===== src/rtl/hazard_scoreboard.sv =====
// -----------------------------------------------------------------------------
// hazard_scoreboard
//
// Decode-stage hazard unit. It keeps a private shadow of the producers that
// occupy the E, M and W stages. For every source operand presented at decode
// it picks the forwarding path, or it raises a decode stall when the youngest
// matching producer has not yet produced its result.
//
// Optional feature: define HAZ_MDU_EN to track a multi-cycle multiply/divide
// unit with a busy counter. Without the macro the MDU inputs are ignored and
// mdu_busy is tied low.
//
// Handshake: the decode instruction is accepted on a rising edge when
// issue_valid=1, stall_d=0 and stall_ext=0. stall_d is purely combinational
// on the current shadow state and the current inputs. When stall_d or
// stall_ext is high, the instruction must be held and presented again.
//
// Ports:
//   clk              clock; all state changes on the rising edge
//   resetn           asynchronous active-low reset
//   issue_valid      a decode instruction is presented
//   issue_we         the instruction writes a register
//   issue_dst        destination register index
//   issue_rdy        stage at whose end the result can be forwarded
//                    (0=E, 1=M, 2=W; 3 behaves as 2)
//   src_idx          NUM_SRC packed source indices; port k at [k*REG_W +: REG_W]
//   issue_mdu_start  the instruction starts an MDU operation
//   issue_mdu_read   the instruction reads HI/LO
//   stall_ext        external pipeline freeze
//   flush            kill every in-flight E/M/W producer
//   stall_d          decode must hold; the instruction is not accepted
//   fwd_sel          per-source select, 2 bits each
//                    (0=regfile, 1=E, 2=M, 3=W)
//   mdu_busy         the MDU counter is nonzero
// -----------------------------------------------------------------------------
module hazard_scoreboard #(
    parameter int NUM_SRC = 2,
    parameter int REG_W   = 5,
    parameter int MDU_LAT = 4
) (
    input  logic                       clk,
    input  logic                       resetn,
    input  logic                       issue_valid,
    input  logic                       issue_we,
    input  logic [REG_W-1:0]           issue_dst,
    input  logic [1:0]                 issue_rdy,
    input  logic [NUM_SRC*REG_W-1:0]   src_idx,
    input  logic                       issue_mdu_start,
    input  logic                       issue_mdu_read,
    input  logic                       stall_ext,
    input  logic                       flush,
    output logic                       stall_d,
    output logic [NUM_SRC*2-1:0]       fwd_sel,
    output logic                       mdu_busy
);

    localparam int NSTG  = 3;   // stage positions: 0=E, 1=M, 2=W
    localparam int STG_E = 0;
    localparam int STG_M = 1;
    localparam int STG_W = 2;

    typedef struct packed {
        logic             v;
        logic [REG_W-1:0] dst;
        logic [1:0]       rdy;   // stored already clamped to 0..2
    } entry_t;

    entry_t stg_q [NSTG];
    entry_t stg_d [NSTG];

    logic [NUM_SRC-1:0] src_hazard;
    logic               mdu_hazard;
    logic               accept;
    logic [1:0]         rdy_clamped;

    // ------------------------------------------------------------------
    // Operand lookup. The scan runs youngest first, so a younger write to
    // the same register hides an older one. A match counts as available
    // once the producer has reached or passed its ready stage. W is always
    // available because the clamped rdy never exceeds 2.
    // ------------------------------------------------------------------
    always_comb begin : lookup
        logic             found;
        logic [REG_W-1:0] src;
        fwd_sel    = '0;
        src_hazard = '0;
        found      = 1'b0;
        src        = '0;
        for (int k = 0; k < NUM_SRC; k++) begin
            src   = src_idx[k*REG_W +: REG_W];
            found = 1'b0;
            for (int p = 0; p < NSTG; p++) begin
                if (!found && stg_q[p].v && (stg_q[p].dst == src) && (src != '0)) begin
                    found = 1'b1;
                    if (2'(p) >= stg_q[p].rdy) begin
                        fwd_sel[k*2 +: 2] = 2'(p + 1);
                    end else begin
                        src_hazard[k] = 1'b1;
                    end
                end
            end
        end
    end

    assign stall_d     = issue_valid & ((|src_hazard) | mdu_hazard);
    assign accept      = issue_valid & ~stall_d & ~stall_ext;
    assign rdy_clamped = (issue_rdy == 2'd3) ? 2'd2 : issue_rdy;

    // ------------------------------------------------------------------
    // Shadow advance. A flush wins over a freeze. An unaccepted cycle
    // pushes a bubble into E.
    // ------------------------------------------------------------------
    always_comb begin : shadow_next
        for (int p = 0; p < NSTG; p++) begin
            stg_d[p] = stg_q[p];
        end
        if (flush) begin
            for (int p = 0; p < NSTG; p++) begin
                stg_d[p].v = 1'b0;
            end
        end else if (!stall_ext) begin
            stg_d[STG_W] = stg_q[STG_M];
            stg_d[STG_M] = stg_q[STG_E];
            if (accept) begin
                stg_d[STG_E].v   = issue_we & (issue_dst != '0);
                stg_d[STG_E].dst = issue_dst;
                stg_d[STG_E].rdy = rdy_clamped;
            end else begin
                stg_d[STG_E] = '0;
            end
        end
    end

    always_ff @(posedge clk or negedge resetn) begin
        if (!resetn) begin
            for (int p = 0; p < NSTG; p++) begin
                stg_q[p] <= '0;
            end
        end else begin
            for (int p = 0; p < NSTG; p++) begin
                stg_q[p] <= stg_d[p];
            end
        end
    end

`ifdef HAZ_MDU_EN
    // ------------------------------------------------------------------
    // MDU busy counter. Once an operation starts it always runs to
    // completion. Neither a freeze nor a flush affects the countdown.
    // A start is only accepted while the counter is zero, because a busy
    // MDU stalls any new start.
    // ------------------------------------------------------------------
    localparam int CNT_W = $clog2(MDU_LAT + 1);

    logic [CNT_W-1:0] mdu_cnt_q;
    logic [CNT_W-1:0] mdu_cnt_d;

    always_comb begin
        mdu_cnt_d = mdu_cnt_q;
        if (accept && issue_mdu_start) begin
            mdu_cnt_d = CNT_W'(MDU_LAT);
        end else if (mdu_cnt_q != '0) begin
            mdu_cnt_d = mdu_cnt_q - CNT_W'(1);
        end
    end

    always_ff @(posedge clk or negedge resetn) begin
        if (!resetn) begin
            mdu_cnt_q <= '0;
        end else begin
            mdu_cnt_q <= mdu_cnt_d;
        end
    end

    assign mdu_busy   = (mdu_cnt_q != '0);
    assign mdu_hazard = mdu_busy & (issue_mdu_start | issue_mdu_read);
`else
    // No MDU tracking: the MDU inputs are deliberately left unused.
    logic [31:0] unused_mdu;
    assign unused_mdu = {30'(MDU_LAT), issue_mdu_start, issue_mdu_read};
    assign mdu_busy   = 1'b0;
    assign mdu_hazard = 1'b0;
`endif

endmodule


===== config.mk =====
export PLATFORM = sky130hd
export DESIGN_NAME = hazard_scoreboard
export DESIGN_NICKNAME = d
export VERILOG_FILES = /design/src/rtl/hazard_scoreboard.sv
export SDC_FILE = /design/constraint.sdc
export NUM_CORES = 1
export LEC_CHECK = 0
export BUFFER_PORTS_ARGS = -buffer_cell sky130_fd_sc_hd__buf_2
export CORE_MARGIN = 4
export CORE_UTILIZATION = 39
export CTS_BUF_LIST = sky130_fd_sc_hd__clkbuf_8 sky130_fd_sc_hd__clkbuf_16
export CTS_CLUSTER_SIZE = 12
export DETAILED_ROUTE_END_ITERATION = 16
export SKIP_CTS_REPAIR_TIMING = 1
export SYNTH_ARGS = -nofsm -noshare
export SYNTH_HDL_FRONTEND = slang
export SYNTH_SLANG_ARGS = --single-unit

===== constraint.sdc =====
create_clock -name clk -period 4.76 [get_ports clk]
set_input_delay 0.952 -clock clk [delete_from_list [all_inputs] [get_ports clk]]
set_output_delay 0.952 -clock clk [all_outputs]
set_load 0.03 [all_outputs]

# --- After elaboration in Yosys (flattened, before gate mapping) ---
# Cells that the tools add are included.
classes:
  n_addsub: 0
  n_mul: 0
  n_div: 0
  magnitude_cmp: 3
  n_eq_ne: 8
  shifts: 0
  mux: 32
  n_bitwise: 7
  n_reduce_logical: 25
ops:
  columns: ["operator", "count"]
  rows:
  - ["$eq A5 B5 Y1", 6]
  - ["$mux W24", 1]
  - ["$mux W1", 20]
  - ["$mux W2", 10]
  - ["$logic_and A1 B1 Y1", 16]
  - ["$reduce_bool A5 Y1", 3]
  - ["$mux W8", 1]
  - ["$and A1 B1 Y1", 4]
  - ["$ge A1 B2 Y1 const A", 2]
  - ["$logic_not A1 Y1", 4]
  - ["$not A1 Y1", 3]
  - ["$eq A2 B2 Y1 const B", 1]
  - ["$ge A2 B2 Y1 const A", 1]
  - ["$ne A2 B1 Y1 const B", 1]
  - ["$reduce_and A2 Y1", 1]
  - ["$reduce_or A2 Y1", 1]
word_totals:
  regBits: 24
  latch_bits: 0
  mem_bits_rw: 0
  mem_bits_ro: 0
  inputBits: 25
  output_inout_bits: 6
  word_cells: 84
  memories: 0

# --- Logic depth before layout (Yosys ltp) ---
# Gate-level depths: netlist of run 1.
depth:
  word_depth: 22
  ltp_mapped: 6
  mapped_depth_nobuf: 6

# --- Least setup slack after synthesis of run 1 ---
# OpenSTA, ideal clock, no wires.
synth_path:
  path_kind: "input port to output port"
  start: "in src_idx[1]"
  end: "out fwd_sel[0]"
  t_arrival_ns: 2.277
  required_ns: 3.808
  setup_slack_ns: 1.531
  stages: 4
  path_buffers: 0
  path_cell_list: "xnor2_1 nand2_1 or3_4 o21ai_0"
synth_between:
  elab_chain_len: 14
  elab_cells_between_ends: 21
  cone_classes: "3 x eq/ne; 7 x mux; 11 x reduce/logical"
synth_rtl:
  columns: ["element", "line_no", "source"]
  rows:
  - ["start: declaration", "47", "input logic [NUM_SRC*REG_W-1:0] src_idx,"]
  - ["$eq A5 B5 Y1", "93", "if (!found && stg_q[p].v && (stg_q[p].dst == src) && (src != '0)) begin"]
  - ["$logic_and A1 B1 Y1 (2 in series)", "93", null]
  - ["$mux W1", "93", null]
  - ["$logic_not A1 Y1", "93", null]
  - ["$logic_and A1 B1 Y1 (3 in series)", "93", null]
  - ["$mux W1", "93", null]
  - ["$logic_not A1 Y1", "93", null]
  - ["$logic_and A1 B1 Y1 (3 in series)", "93", null]
  - ["$mux W2 (*)", "93", null]
  - ["end: declaration", "53", "output logic [NUM_SRC*2-1:0] fwd_sel,"]
# Every way passes the cells marked *; elsewhere a longest branch is shown, timed or not.

# --- Worst setup path after layout of run 1 ---
layout_path:
  start: "in src_idx[7]"
  end: "out stall_d"
layout_between:
  elab_chain_len: 16
  elab_cells_between_ends: 23
  cone_classes: "3 x eq/ne; 7 x mux; 1 x bitwise; 12 x reduce/logical"
layout_rtl:
  columns: ["element", "line_no", "source"]
  rows:
  - ["$eq A5 B5 Y1", "93", null]
  - ["$logic_and A1 B1 Y1 (2 in series)", "93", null]
  - ["$mux W1", "93", null]
  - ["$logic_not A1 Y1", "93", null]
  - ["$logic_and A1 B1 Y1 (3 in series)", "93", null]
  - ["$mux W1", "93", null]
  - ["$logic_not A1 Y1", "93", null]
  - ["$logic_and A1 B1 Y1 (3 in series)", "93", null]
  - ["$mux W1 (*)", "93", null]
  - ["$reduce_or A2 Y1 (*)", "105", "assign stall_d = issue_valid & ((|src_hazard) | mdu_hazard);"]
  - ["$and A1 B1 Y1 (*)", "105", null]
  - ["end: declaration", "52", "output logic stall_d,"]
# Marks and branches as above.

==> results of run 1 <==
-- worst paths after layout --
path,from,endpoint,slack (ns),depth (start not counted)
max reg2reg,stg_q[20]$_DFFE_PN0P_,stg_q[18]$_DFFE_PN0P_,2.75,6
max,src_idx[7],stall_d,1.26,8
min,stg_q[8]$_DFFE_PN0P_,stg_q[0]$_DFFE_PN0P_,0.48,2
max in group asynchronous,resetn,stg_q[19]$_DFFE_PN0P_,3.74,1
min reg2reg,stg_q[8]$_DFFE_PN0P_,stg_q[0]$_DFFE_PN0P_,0.48,2
min in group asynchronous,resetn,stg_q[12]$_DFFE_PN0P_,0.66,1
-- layer usage --
metal / vias to the layer above / track usage [%] / wire length [um]
met5: - / 0 / 0
met4: 0 / 5.01 / 44
met3: 4 / 1.85 / 140
met2: 23 / 20.0 / 1380
met1: 564 / 21.1 / 1710
li1: 648 / - / -
-- where the power goes --
part           leakage [nW]  switching [mW]  internal, mW  total [mW]
registers             0.320          0.0269         0.227       0.253
logic                 0.477          0.0540        0.0482       0.102
clock network        0.0288          0.0625        0.0738       0.136
total                 0.826           0.143         0.349       0.492
-- tightest hold or removal path: stages, from the launching register on --
cell,delay (ns)
sky130_fd_sc_hd__dfrtp_1,0.35
sky130_fd_sc_hd__nand2_1,0.05
sky130_fd_sc_hd__nand2_1,0.05
-- stage by stage --
stage / cells / hold WS, ns / setup slack (ns) / instance area, um2 / utilization (%)
6_report: 253 / 0.476 / 1.26 / 1780 / 47.5
5_1_grt: 253 / 0.517 / 1.11 / 1780 / 47.5
3_5_place_dp: 249 / 0.457 / 1.28 / 1720 / 46.0
4_1_cts: 253 / 0.479 / 1.25 / 1780 / 47.5
3_3_place_gp: 249 / 0.452 / 1.22 / 1720 / 46.0
2_1_floorplan: 179 / 0.439 / 1.53 / 1550 / -
-- logic make-up after synthesis --
kind of cell,Yosys count,share of synthesized area [%]
AND/OR/NAND/NOR,85,25.0
XOR/XNOR,30,16.9
multiplexers,3,1.94
other,1,0.242
flip-flops,24,38.7
buffers and inverters,15,3.87
AO/OA/AOI/OAI,21,13.2
-- synthesized netlist by cell type (all sizes together) (2+ instances only) --
library cell  count  share of area, %
nand3             3              0.97
o2111a            2               1.5
inv              10               2.4
clkbuf            4              0.97
mux2i             3               1.9
a21oi             2              0.65
nor2              4              0.97
nand2            56                14
xnor2            22                12
nand4             4               1.6
xor2              8               4.5
or3               2               1.1
nor3              5               1.6
and2              5               2.3
nor4              3               1.6
o21ai             4               1.3
or2               2              0.81
dfrtp            24                39
o31ai             6               2.9
-- cell type report --
type	instances	area, um2
fill	404	1970
multi-input combinational	140	890
sequential	24	601
timing repair buffer	27	135
tap	48	60.1
clock buffer	4	55.1
inverter	10	37.5
==> out/summary.md, run 1 <==
The total setup violations reported at the end of the flow was 0; the number of buffers inserted during clock tree synthesis was 3. The floorplan step defined a die boundary enclosing 5050 um2. The biggest cell delay along the critical path came out at 0.45 ns. In this run the worst hold path is classified as reg2reg. On the final layout, the worst clock skew is 0.00359 ns. The tools report the warning count from the yosys run as 0. The largest registers in the layout are stg_q x24.

The library cells used most frequently in the layout, excluding fill and tap cells, are sky130_fd_sc_hd__nand2_1, sky130_fd_sc_hd__buf_2, sky130_fd_sc_hd__dfrtp_1, sky130_fd_sc_hd__xnor2_1, sky130_fd_sc_hd__inv_1. The total design power is 492 uW. In the synthesized netlist the async set-or-reset flop fraction comes to 100%. For the synthesized instance count, the log shows 179. TritonCTS built the clock tree. The synthesized design contains 0 enable-type register cells. The CTS root buffer was sky130_fd_sc_hd__clkbuf_8. For the worst setup path, the data required time is 3.81 ns. Summed over all failing endpoints, the final setup total negative slack is 0 ns. The logs give 0 for the final antenna diode count and 3740 um2 for the area of the core. The total power divided by cell area is 277 nW/um2, and the clock latency on the worst-skew pair is 0.26 ns. The tools report the number of sinks driven by the clock tree as 24.

Grouping stages by cell kind, the critical path spends the most delay in simple AND/OR/NAND/NOR gates. The run gives 22 as the number of rows created at floorplan. Launching element type of the critical path: an input port.

Once detailed placement completed, the half-perimeter wirelength came to 2610 um. The number of detailed-routing iterations run before antenna repair is 4, and the number of flip-flops in the largest register is 24. The count of pins over their slew limit is 0, and the weighted congestion at the end of routability-driven global placement is 0.820. For this block, the routed nets add up to 3280 um of wire. Data on the critical path arrives at its endpoint at 2.54 ns. The smallest clock period supported by the final layout is computed as 3.50 ns. Relative to the synthesized area, the layout overhead comes to 14.7%. After global routing the overflow that remains totals 0. Among the stages of the critical path, the cell type that occurs most often is sky130_fd_sc_hd__buf_2. Across the VDD grid, the largest voltage drop is 0.167 mV.

Summed over all cells, the static leakage comes to 0.826 nW. The number of antenna violations at the first check in global routing came out at 0. Post-route DRC violation count: 0. The die outline height was 71.0 um. The register with the highest flop count was stg_q. The tools report the antenna violation net count after detailed routing as 0. Setup repair after global routing left no endpoint under its margin. The worst setup path is of the in2out kind. During placement, the flow inserted port buffers numbering 27. The all-layer global routing usage was 13.9%; the fraction of layout instances using a drive strength above 1 was 20.0%. The tool flagged a number of max-cap violations equal to 0. The synthesized netlist occupies a cell area of 1550 um2.

For this block, the via count after detailed routing is 1,239. The first routing iteration left 38 violations. Counting both buffers and inverters, the worst setup path holds a total of 2. The top achievable clock speed was 0.286 GHz.

Summing the sequential cell areas from Yosys gives 38.7% of the chip area. From left edge to right edge, the die measures 71.0 um. The worst setup path is captured at an output port. The signal on the critical path passes through buf_2 -> xnor2_1 -> nand4_1 -> nor3_1 -> o21ai_0 -> o211ai_1 -> and2_1 -> buf_2. The slowest stage of the critical path belongs to the cell sky130_fd_sc_hd__nor3_1. The tools report the maximum level of the CTS H-tree as 1.

The library cell used most frequently in the layout, excluding fill and tap cells, is sky130_fd_sc_hd__nand2_1. The maximum number of pins on one net before global-route repair came out at 29. For the number of endpoints with negative hold slack in the final report, the log shows 0. Dividing the detail-routed via count by the number of cells gives 4.90. The first global-routing pass estimated 5620 um of wire. Along the worst path, the maximum fanout reaches 4. The synthesized netlist net count came out at 204.

The number of distinct library cells after synthesis was 32; the number of synthesized register bits was 24. 31 I/O pins were placed. The flow ran to the end, and the final reports show no timing, DRC or antenna violations. The worst relative slew slack was 37.4%.

For the post-layout net count, the log shows 231. The most used flip-flop cell after synthesis is sky130_fd_sc_hd__dfrtp_1. The slew at the pin with the worst max-slew slack works out to 0.936 ns. After layout, the worst path uses 73.4% of the clock period. The clock transition at the registers of the reported paths works out to 0.08 ns. The average instance in the mapped netlist occupies 8.66 um2. The via count of the first global-routing pass is 1,182, and the routed length per placed instance is 13.0 um. The clock passes through at most 2 buffers. For the initial standard-cell utilization of the core, the log shows 41.4%.
No activity file was read; power rests on OpenSTA's default activity.
==> inputs of run 2 (changes only) <==
==> constraint.sdc (replaced) <==
create_clock -name clk -period 2.9 [get_ports clk]
set_input_delay 0.58 -clock clk [delete_from_list [all_inputs] [get_ports clk]]
set_output_delay 0.58 -clock clk [all_outputs]
set_load 0.03 [all_outputs]
==> run 2 against run 1 <==
  * Register-to-register slack lost 1.9 ns
  * Total power grew 65%
  * Wire length grew 1.6%
  * Critical path type unchanged
  * Die area is the same
  * Core utilization grew 0.60 points
  * Clock skew grew 0.0022 ns
  * Sequential share of layout area shrank 0.42 points
  * First-iteration DRC count grew 18%
==> out/summary.md, run 2 (synthesis results as in run 1) <==
The flow ran to the end, and the final reports show no timing, DRC or antenna violations. The number of antenna violations at the first check in global routing was 0; the peak fanout along the critical path was 4. The static leakage was 0.840 nW; the worst hold-check slack was 0.285 ns.

For the maximum level of the CTS H-tree, the log shows 1. The number of buffers inserted during clock tree synthesis was 3. For the critical path arrival, the log shows 2.12 ns.

For this run, the slowest stage of the critical path takes 0.34 ns. The boundary pin count is 31, and the number of detailed-routing iterations run before antenna repair is 4. The number of buffers and inverters on the critical path is 2.

Dividing total power by cell area gives a power density of 452 nW/um2. After floorplanning, the core was sized to cover 3740 um2. The vias after detailed routing was 1,234; the post-layout net count was 234.

The clock period minus final worst setup slack is 2.70 ns, and the number of flip-flops in the largest register is 24. The first global-routing pass estimated 6010 um of wire. The clock passes through at most 2 buffers.

The worst pin sits at a relative slew slack of 64.5%. Of the total power, combinational logic draws 21.0%. After detailed routing, the number of vias per cell comes to 4.82.

The worst-case vdd ir drop came out at 0.305 mV. The detailed router finished its first iteration with 45 violations. For the pin with the worst max-slew slack, the measured transition is 0.533 ns. The clock network is responsible for 27.8% of the overall power.

The cell with the most instances on the worst path is sky130_fd_sc_hd__buf_2. TritonCTS built the clock tree. Endpoint type of the worst setup path: an output port. Derived from the worst setup path, the maximum achievable clock frequency is 0.370 GHz. The area of combinational cells with multiple inputs was 890 um2; the weighted congestion at the end of routability-driven global placement was 0.830. Entering global routing, the biggest net connects 29 pins. CTS root buffer: sky130_fd_sc_hd__clkbuf_8. The die outline height is 71.0 um. The number of endpoints with negative hold slack in the final report is 0. The total setup violations reported at the end of the flow was 0.

The tools report the launching element type of the critical path as an input port. The tools report the antenna violation net count after detailed routing as 0. The floorplan step set the die width to 71.0 um.

Across the run, the number of max-cap violations was 0. The die covers 5050 um2. The tools report the via count of the first global-routing pass as 1,279. For the final database, setup skew stands at 0.00581 ns.

The filler cells instantiated in the layout total 383. Worst setup path category: in2out. The initialized floorplan defines 22 standard-cell rows. The clock reaches the later pin of the worst-skew pair after 0.27 ns. Per report_power, the sequential group accounts for 51.3% of the total. The required time of the critical path is 2.32 ns.

Detailed placement finished with a half-perimeter wire length of 2660 um. The library cell used most frequently in the layout, excluding fill and tap cells, is sky130_fd_sc_hd__nand2_1. Switching power total: 240 uW. Leaving out fill and tap cells, the most frequent cells in the layout are sky130_fd_sc_hd__nand2_1, sky130_fd_sc_hd__buf_2, sky130_fd_sc_hd__dfrtp_1, sky130_fd_sc_hd__xnor2_1, sky130_fd_sc_hd__inv_1. For this run, design rule violations remaining after detail routing come to 0. The footprint of the flip-flops and latches came out at 601 um2.

For this block, the routed nets add up to 3330 um of wire. Setup repair after global routing left no endpoint under its margin. Before CTS, the worst setup slack after placement is 0.167 ns. The total of buffers placed on input and output ports works out to 27. Routed length per placed instance: 13.0 um. On the critical path the largest part of the delay comes from compound AO/OA/AOI/OAI gates. The number of sinks driven by the clock tree is 24. Among all stages on the critical path, the largest delay is contributed by sky130_fd_sc_hd__nor4_1. The final clock period utilization by the worst path came out at 93.2%. Clock-pin slew was measured on the worst setup and hold paths at 0.08 ns. The switching part of the total was 29.5%; the all-layer global routing usage was 14.6%. The fraction of layout instances using a drive strength above 1 was 21.2%; the internal power consumption was 573 uW. The count of pins over their slew limit is 0, and the final antenna diode count is 0. From synthesis to final layout, the design area changed by 16.1%.

The largest registers in the layout are stg_q x24. In this run the worst hold path is classified as in2async. The signal on the critical path passes through buf_2 -> xor2_1 -> nor4_1 -> o2111a_1 -> a32oi_4 -> o211ai_1 -> and2_1 -> buf_2. The register with the highest flop count was stg_q. In the post-route analysis, the smallest setup slack over all paths is 0.196 ns. The remaining global-route overflow is 0.

For this configuration, the core starts out at a cell density of 41.4%. Aggregate negative setup slack: 0 ns.
## run 2: metrics by stage
| stage | cells | utilization (%) | instance area (um2) | total power, mW |
|---|---|---|---|---|
| CTS | 256 | 48.1 | 1800 | 0.823 |
| global route | 256 | 48.1 | 1800 | 0.873 |
| finish | 256 | 48.1 | 1800 | 0.813 |
| floorplan | 179 | - | 1550 | 0.531 |
| detailed placement | 252 | 46.6 | 1750 | 0.597 |
| global placement | 252 | 46.6 | 1750 | 0.592 |
## run 2: path summary, 6_finish.rpt
kind	end	cells past startpoint	from	slack [ns]
max	stall_d	8	src_idx[0]	0.20
min	stg_q[4]$_DFFE_PN0P_	1	resetn	0.29
max reg2reg	stg_q[22]$_DFFE_PN0P_	6	stg_q[22]$_DFFE_PN0P_	0.89
min reg2reg	stg_q[0]$_DFFE_PN0P_	2	stg_q[8]$_DFFE_PN0P_	0.47
max in group asynchronous	stg_q[10]$_DFFE_PN0P_	1	resetn	2.26
min in group clk	stg_q[0]$_DFFE_PN0P_	2	stg_q[8]$_DFFE_PN0P_	0.47
## run 2: layout make-up
type / instances / share of cell area (%)
Tap cell: 48 / 3.34
Inverter: 10 / 2.08
Sequential cell: 24 / 33.4
Clock buffer: 4 / 3.06
Multi-Input combinational cell: 140 / 49.4
Timing Repair Buffer: 30 / 8.76
## run 2: metal layers
layer  share of wire (%)  global-route usage (%)  wire length (um)
met1                  53                    22.0              1760
met2                  43                    21.9              1420
met3                 3.6                    1.70               121
met5                   0                       0                 0
met4                0.72                    3.76                24
## run 2: power groups by stage
stage	registers, mW	logic [mW]	clock network (mW)
floorplan	0.411	0.120	0
global placement	0.423	0.169	0
detailed placement	0.424	0.172	0
finish	0.417	0.171	0.226
global route	0.424	0.197	0.253
CTS	0.417	0.173	0.233
